--- src/rtl/lemon_mem_pkg.sv ---
// Shared types and constants for the core memory-port arbiter.
//   arb_state_t      : arbiter FSM encoding (IDLE, REQ, WAIT, RESP)
//   GNT_IFU/GNT_LSU  : grant identifiers
//   DEF_ADDR_W/DEF_DATA_W : default address/data widths
package lemon_mem_pkg;

  typedef enum logic [1:0] {
    IDLE = 2'd0,
    REQ  = 2'd1,
    WAIT = 2'd2,
    RESP = 2'd3
  } arb_state_t;

  localparam logic GNT_IFU = 1'b0;
  localparam logic GNT_LSU = 1'b1;

  localparam int unsigned DEF_ADDR_W = 64;
  localparam int unsigned DEF_DATA_W = 64;

endpackage

--- src/rtl/mem_arb_grant.sv ---
// Grant select between IFU and LSU.
// Configuration macro: MEM_ARB_RR_EN (round-robin; otherwise fixed LSU priority).
// Ports:
//   clk, rst_n   clock / async active-low reset (round-robin build only)
//   accept_i     a request was accepted this cycle (round-robin build only)
//   ifu_valid_i  IFU request valid
//   lsu_valid_i  LSU request valid
//   gnt_o        winning requester (GNT_IFU / GNT_LSU)
module mem_arb_grant
  import lemon_mem_pkg::*;
(
`ifdef MEM_ARB_RR_EN
  input  logic clk,
  input  logic rst_n,
  input  logic accept_i,
`endif
  input  logic ifu_valid_i,
  input  logic lsu_valid_i,
  output logic gnt_o
);

`ifdef MEM_ARB_RR_EN
  logic ptr_q, ptr_d;

  always_comb begin
    gnt_o = ptr_q;
    if (ifu_valid_i && !lsu_valid_i) gnt_o = GNT_IFU;
    else if (lsu_valid_i && !ifu_valid_i) gnt_o = GNT_LSU;
    ptr_d = ptr_q;
    // Pointer moves away from whoever was just served.
    if (accept_i) ptr_d = ~gnt_o;
  end

  always_ff @(posedge clk or negedge rst_n) begin
    if (!rst_n) ptr_q <= GNT_LSU;
    else        ptr_q <= ptr_d;
  end
`else
  // With no requester valid the grant value is irrelevant; default to LSU.
  always_comb begin
    gnt_o = (ifu_valid_i && !lsu_valid_i) ? GNT_IFU : GNT_LSU;
  end
`endif

endmodule

--- src/rtl/mem_port_arbiter.sv ---
// Shares the core's single memory port between IFU and LSU, one
// outstanding transaction at a time: accept -> issue -> wait -> respond.
// Configuration macro: MEM_ARB_RR_EN selects round-robin grant instead of
// fixed LSU-over-IFU priority.
// Ports:
//   clk, rst_n                     clock, async active-low reset
//   ifu_req_* / ifu_addr           IFU read request
//   ifu_resp_valid/_err            IFU response pulse / timeout flag
//   lsu_req_* / lsu_addr/wen/wdata/wmask  LSU request
//   lsu_resp_valid/_err            LSU response pulse / timeout flag
//   resp_data                      read data for the responding requester
//   mem_req_* / mem_addr/wen/wdata/wmask  downstream request (registered fields)
//   mem_resp_valid/_data           downstream response
module mem_port_arbiter
  import lemon_mem_pkg::*;
#(
  parameter int unsigned ADDR_W  = DEF_ADDR_W,
  parameter int unsigned DATA_W  = DEF_DATA_W,
  parameter int unsigned TIMEOUT = 256
) (
  input  logic                clk,
  input  logic                rst_n,
  input  logic                ifu_req_valid,
  output logic                ifu_req_ready,
  input  logic [ADDR_W-1:0]   ifu_addr,
  output logic                ifu_resp_valid,
  output logic                ifu_resp_err,
  input  logic                lsu_req_valid,
  output logic                lsu_req_ready,
  input  logic [ADDR_W-1:0]   lsu_addr,
  input  logic                lsu_wen,
  input  logic [DATA_W-1:0]   lsu_wdata,
  input  logic [DATA_W/8-1:0] lsu_wmask,
  output logic                lsu_resp_valid,
  output logic                lsu_resp_err,
  output logic [DATA_W-1:0]   resp_data,
  output logic                mem_req_valid,
  input  logic                mem_req_ready,
  output logic [ADDR_W-1:0]   mem_addr,
  output logic                mem_wen,
  output logic [DATA_W-1:0]   mem_wdata,
  output logic [DATA_W/8-1:0] mem_wmask,
  input  logic                mem_resp_valid,
  input  logic [DATA_W-1:0]   mem_resp_data
);

  localparam int unsigned CNT_W = (TIMEOUT > 1) ? $clog2(TIMEOUT) : 1;

  arb_state_t          state_q, state_d;
  logic                gnt_q, gnt_d;
  logic [ADDR_W-1:0]   addr_q, addr_d;
  logic                wen_q, wen_d;
  logic [DATA_W-1:0]   wdata_q, wdata_d;
  logic [DATA_W/8-1:0] wmask_q, wmask_d;
  logic [CNT_W-1:0]    cnt_q, cnt_d;
  logic [DATA_W-1:0]   rdata_q, rdata_d;
  logic                err_q, err_d;
  logic                gnt, accept;

  mem_arb_grant u_grant (
`ifdef MEM_ARB_RR_EN
    .clk        (clk),
    .rst_n      (rst_n),
    .accept_i   (accept),
`endif
    .ifu_valid_i(ifu_req_valid),
    .lsu_valid_i(lsu_req_valid),
    .gnt_o      (gnt)
  );

  assign ifu_req_ready = (state_q == IDLE) && (gnt == GNT_IFU) && ifu_req_valid;
  assign lsu_req_ready = (state_q == IDLE) && (gnt == GNT_LSU) && lsu_req_valid;
  assign accept        = ifu_req_ready || lsu_req_ready;

  assign mem_req_valid  = (state_q == REQ);
  assign mem_addr       = addr_q;
  assign mem_wen        = wen_q;
  assign mem_wdata      = wdata_q;
  assign mem_wmask      = wmask_q;
  assign ifu_resp_valid = (state_q == RESP) && (gnt_q == GNT_IFU);
  assign lsu_resp_valid = (state_q == RESP) && (gnt_q == GNT_LSU);
  assign ifu_resp_err   = ifu_resp_valid && err_q;
  assign lsu_resp_err   = lsu_resp_valid && err_q;
  assign resp_data      = rdata_q;

  always_comb begin
    state_d = state_q;
    gnt_d   = gnt_q;
    addr_d  = addr_q;
    wen_d   = wen_q;
    wdata_d = wdata_q;
    wmask_d = wmask_q;
    cnt_d   = cnt_q;
    rdata_d = rdata_q;
    err_d   = err_q;
    case (state_q)
      IDLE: begin
        if (accept) begin
          gnt_d = gnt;
          if (gnt == GNT_LSU) begin
            addr_d  = lsu_addr;
            wen_d   = lsu_wen;
            wdata_d = lsu_wdata;
            wmask_d = lsu_wmask;
          end else begin
            addr_d  = ifu_addr;
            wen_d   = 1'b0;
            wdata_d = '0;
            wmask_d = '0;
          end
          state_d = REQ;
        end
      end
      REQ: begin
        if (mem_req_ready) begin
          cnt_d   = '0;
          state_d = WAIT;
        end
      end
      WAIT: begin
        if (mem_resp_valid) begin
          rdata_d = wen_q ? '0 : mem_resp_data;
          err_d   = 1'b0;
          state_d = RESP;
        end else if ((TIMEOUT != 0) && (cnt_q == CNT_W'(TIMEOUT - 1))) begin
          rdata_d = '0;
          err_d   = 1'b1;
          state_d = RESP;
        end else begin
          cnt_d = cnt_q + 1'b1;
        end
      end
      RESP:    state_d = IDLE;
      default: state_d = IDLE;
    endcase
  end

  always_ff @(posedge clk or negedge rst_n) begin
    if (!rst_n) begin
      state_q <= IDLE;
      gnt_q   <= GNT_LSU;
      addr_q  <= '0;
      wen_q   <= 1'b0;
      wdata_q <= '0;
      wmask_q <= '0;
      cnt_q   <= '0;
      rdata_q <= '0;
      err_q   <= 1'b0;
    end else begin
      state_q <= state_d;
      gnt_q   <= gnt_d;
      addr_q  <= addr_d;
      wen_q   <= wen_d;
      wdata_q <= wdata_d;
      wmask_q <= wmask_d;
      cnt_q   <= cnt_d;
      rdata_q <= rdata_d;
      err_q   <= err_d;
    end
  end

endmodule
--- config.mk ---
export PLATFORM = sky130hd
export DESIGN_NAME = mem_port_arbiter
export DESIGN_NICKNAME = d
export VERILOG_FILES = /design/src/rtl/lemon_mem_pkg.sv /design/src/rtl/mem_arb_grant.sv /design/src/rtl/mem_port_arbiter.sv
export SDC_FILE = /design/constraint.sdc
export NUM_CORES = 1
export LEC_CHECK = 0
export ABC_AREA = 1
export CAP_MARGIN = 20
export CORE_AREA = 2 2 185 187
export CTS_BUF_LIST = sky130_fd_sc_hd__clkbuf_4 sky130_fd_sc_hd__clkbuf_8 sky130_fd_sc_hd__clkbuf_16
export CTS_CLUSTER_SIZE = 30
export DETAILED_ROUTE_END_ITERATION = 10
export DIE_AREA = 0 0 187 189
export GPL_TIMING_DRIVEN = 0
export PLACE_DENSITY_LB_ADDON = 0.3
export SETUP_SLACK_MARGIN = 0.05
export SYNTH_ARGS = -nofsm -noshare
export SYNTH_HDL_FRONTEND = slang
export SYNTH_HIERARCHICAL = 1
export SYNTH_SLANG_ARGS = --single-unit
--- constraint.sdc ---
create_clock -name clk -period 1.6 [get_ports clk]
set_input_delay 0.32 -clock clk [delete_from_list [all_inputs] [get_ports clk]]
set_output_delay 0.32 -clock clk [all_outputs]
set_load 0.02 [all_outputs]
==> impl_metrics.csv <==
group,metric,value,unit
synth,synth_top_area_share,57.37,%
clocking,clk_pin_slew,0.07,ns
critical_path,cp_top_family,"buffers and inverters",
power,vdd_ir_drop_max,899.3,µV
synth,syn_area,9246,µm²
sta,finalHoldViolations,107,
critical_path,r2r_end,"mem_addr[55]",
die,die_area,35340,µm²
critical_path,startpoint,"state_q[0]",
sta,max_slew_margin,40.04,%
sta,fin_worst_skew,0.008187,ns
synth,avgSynthCellArea,8.764,µm²
die,die_w,187,µm
drt,via_per_inst,4.649,
synth,synthesis.nets,1332,
cells_and_area,layout_commonest_cell,"nand2_1",
min_path,hold_class,"in -> async",
placement,gp_routability_congestion,0.8488,
global_routing,overflow,0,
sta,tightest_slew,0.8993,ns
global_routing,grt-busiest-layer,"met2",
sta,layout_min_cycle_time,1.939,ns
clocking,cts_buffers,25,
status,failed_checks,"negative hold slack, negative setup slack",
status,status,"finished with violations",
synth,ys_ff_latch,213,
cells_and_area,drive_above_1_share,34.58,%
drt,drtIter0Drc,403,
clocking,clock_latency,0.53,ns
die,ioPinCount,479,
critical_path,slowest_stage,"dfrtp_1",
global_routing,grt_pass1_wl,58970,µm
synth,post_synth_num_cell_types,28,
power,clkPwrFrac,19.4,%
global_routing,antenna_found_initial,0,
cells_and_area,finalNetCount,1921,
cells_and_area,multi_input_area,4168,µm²
cells_and_area,postLayoutCoreUtil,53.12,%
global_routing,grt_pass1_vias,10190,
die,start_util,27.78,%
power,power.internal,18280,µW
sta,fmax,0.5158,GHz
critical_path,path_cells,"inv_2, ha_4, nand3_4, buf_4, buf_8, nand2_4, buf_6, buf_8, buf_6, buf_8, nor2_1, a31oi_1",
drt,drcViolationCount,0,
placement,numPortBuffers,478,
drt,vias,9800,
sta,post-route-period-util,121.2,%
global_routing,use_met3,6.043,%
critical_path,timing.critical_path.buf_inv,7,
critical_path,worstPathMaxFanout,5,
cells_and_area,final_cell_mix,"nand2_1, clkdlybuf4s50_1, dfrtp_1",
cells_and_area,fill_cells,3003,
run,maxCapViolCount,0,
critical_path,worstPathArrival,2.37,ns
sta,hold_slack,-0.1882,ns
global_routing,grt_usage,21.02,%
critical_path,reg2reg_depth,12,
critical_path,crit_cells,12,
clocking,cts_tree,"done",
die,core.rowCount,67,
power,powerDensity,1698,nW/µm²
critical_path,max_stage_delay,0.40,ns
synth,yosysSeqAreaShare,57.66,%
die,die_y,189,µm
synth,synth_top_area_cell,"dfrtp_1",
power,p_leak,0.008219,µW
critical_path,crit_top_cell,"buf_8",
cells_and_area,diodes,0,
critical_path,worstReg2RegStart,"state_q[0]",
synth,postSynthCellCount,1055,
critical_path,end_kind,"register",
global_routing,grt_max_degree,110,
critical_path,cp.required,2.03,ns
placement,dp_hpwl,26420,µm
global_routing,grt_use_met1,24.60,%
cells_and_area,final-seq-area,5333,µm²
power,power,30020,µW
critical_path,startpoint_type,"register",
global_routing,met2_usage,37.03,%
critical_path,critical_path_class,"reg -> reg",
cells_and_area,area_delta_synth_final,91.20,%
drt,ant_nets,0,
sta,setup_violations,169,
sta,rsz0062_at_grt,"yes",
sta,slew_viol_final,0,
power,power_frac_seq,29.9,%
drt,wl,38440,µm
drt,wl_per_cell,18.24,µm
power,p_sw,11740,µW
synth,yosys_warnings,6,
power,comb_power_share,50.7,%
clocking,cts_num_sinks,213,
sta,setup_ws,-0.3389,ns
die,core_area,33280,µm²
critical_path,rrSetupSlack,-0.34,ns
clocking,clock_path_buffers,3,
drt,dr.pass1.iters,5,
clocking,cts-htree-levels,1,
synth,netlist_top_cells_area,"dfrtp_1, nand2_1, nand3_1",
clocking,root_buffer,"clkbuf_16",
power,power.share.switching,39.11,%
-- flip-flops by register name (all words and copies together), names as in the netlist --
register   count
cnt_q          8
err_q          1
gnt_q          1
mem_addr      64
mem_wdata     64
mem_wen        1
mem_wmask      8
resp_data     64
state_q        2
-- stage by stage --
step	instance area, µm²	TNS [ns]	instances	setup WS [ns]
after floorplan	9249	0	1055	0.1093
after global placement	14590	-2108.28	1981	-9.385
after detailed placement	14630	-124.62	1982	-1.086
after CTS	17540	-35.60	2094	-0.4299
after global routing	17680	-40.18	2108	-0.4177
final	17680	-25.11	2108	-0.3389
-- power groups by stage --
stage	clock, µW	sequential, µW	combinational, µW
2_1_floorplan	0	11200	3730
3_3_place_gp	0	8750	12600
3_5_place_dp	0	8790	12700
4_1_cts	5970	8940	15000
5_1_grt	6180	9230	16300
6_report	5830	8970	15200
-- metal layers --
layer / share of wire, % / up-vias / routed length, µm
li1: - / 4612 / -
met1: 39 / 4696 / 14940
met2: 49 / 415 / 18970
met3: 8.0 / 77 / 3078
met4: 3.8 / 0 / 1450
met5: 0 / - / 0
-- Yosys cell counts (all sizes together) --
cell type / count
o21bai: 1
dfrtp: 212
ha: 6
nor3: 1
nand2: 441
clkbuf: 17
dfstp: 1
inv: 18
nand3: 151
a21boi: 1
or2: 2
a31oi: 64
o21ai: 4
buf: 56
xor2: 2
nor2: 77
nand3b: 1
-- worst reg2reg max path, cell delays in order (launching register included) --
cell and delay, ns:
dfrtp_1 0.40, inv_2 0.09, ha_4 0.19, nand3_4 0.11, buf_4 0.16, buf_8 0.13
nand2_4 0.08, buf_6 0.12, buf_8 0.11, buf_6 0.12, buf_8 0.12, nor2_1 0.04
a31oi_1 0.19
-- layout make-up --
class                   count  area share (%)
clock inverters             6          0.4742
repair buffers            567           33.53
plain buffers              68           4.395
inverters                  18          0.4671
clock buffers              37           4.225
flip-flops and latches    213           30.16
multi-input cells         751           23.57
well taps                 448           3.171
-- timing repair --
| item | in CTS | in global routing |
|---|---|---|
| resized for setup | 865 | 185 |
| gates cloned | 21 | 6 |
| buffers inserted | 48 | 19 |
| setup endpoints to repair | 420 | 281 |
| hold endpoints to repair | 107 | 105 |
| pin swaps | 43 | 74 |
-- cells by family (layout without fill, tap and decap cells) --
kind of cell    count (synthesis)  after routing  share of synthesized area [%]
xor+xnor                        2              2                         0.1895
simple gates                  673            673                          30.85
compound gates                 70             70                          4.709
flops                         213            213                          57.66
fa+ha+maj                       6              6                         0.8119
buf+inv                        91            696                          5.778
-- worst max path at each step --
stage / endpoint / slack [ns]
after floorplan: cnt_q[4] / 0.11
after global placement: mem_wdata[40] / -9.38
after detailed placement: ifu_req_ready / -1.09
after CTS: lsu_req_ready / -0.43
after global routing: mem_addr[29] / -0.42
final: mem_addr[55] / -0.34
(Power assumes the default switching activity.)
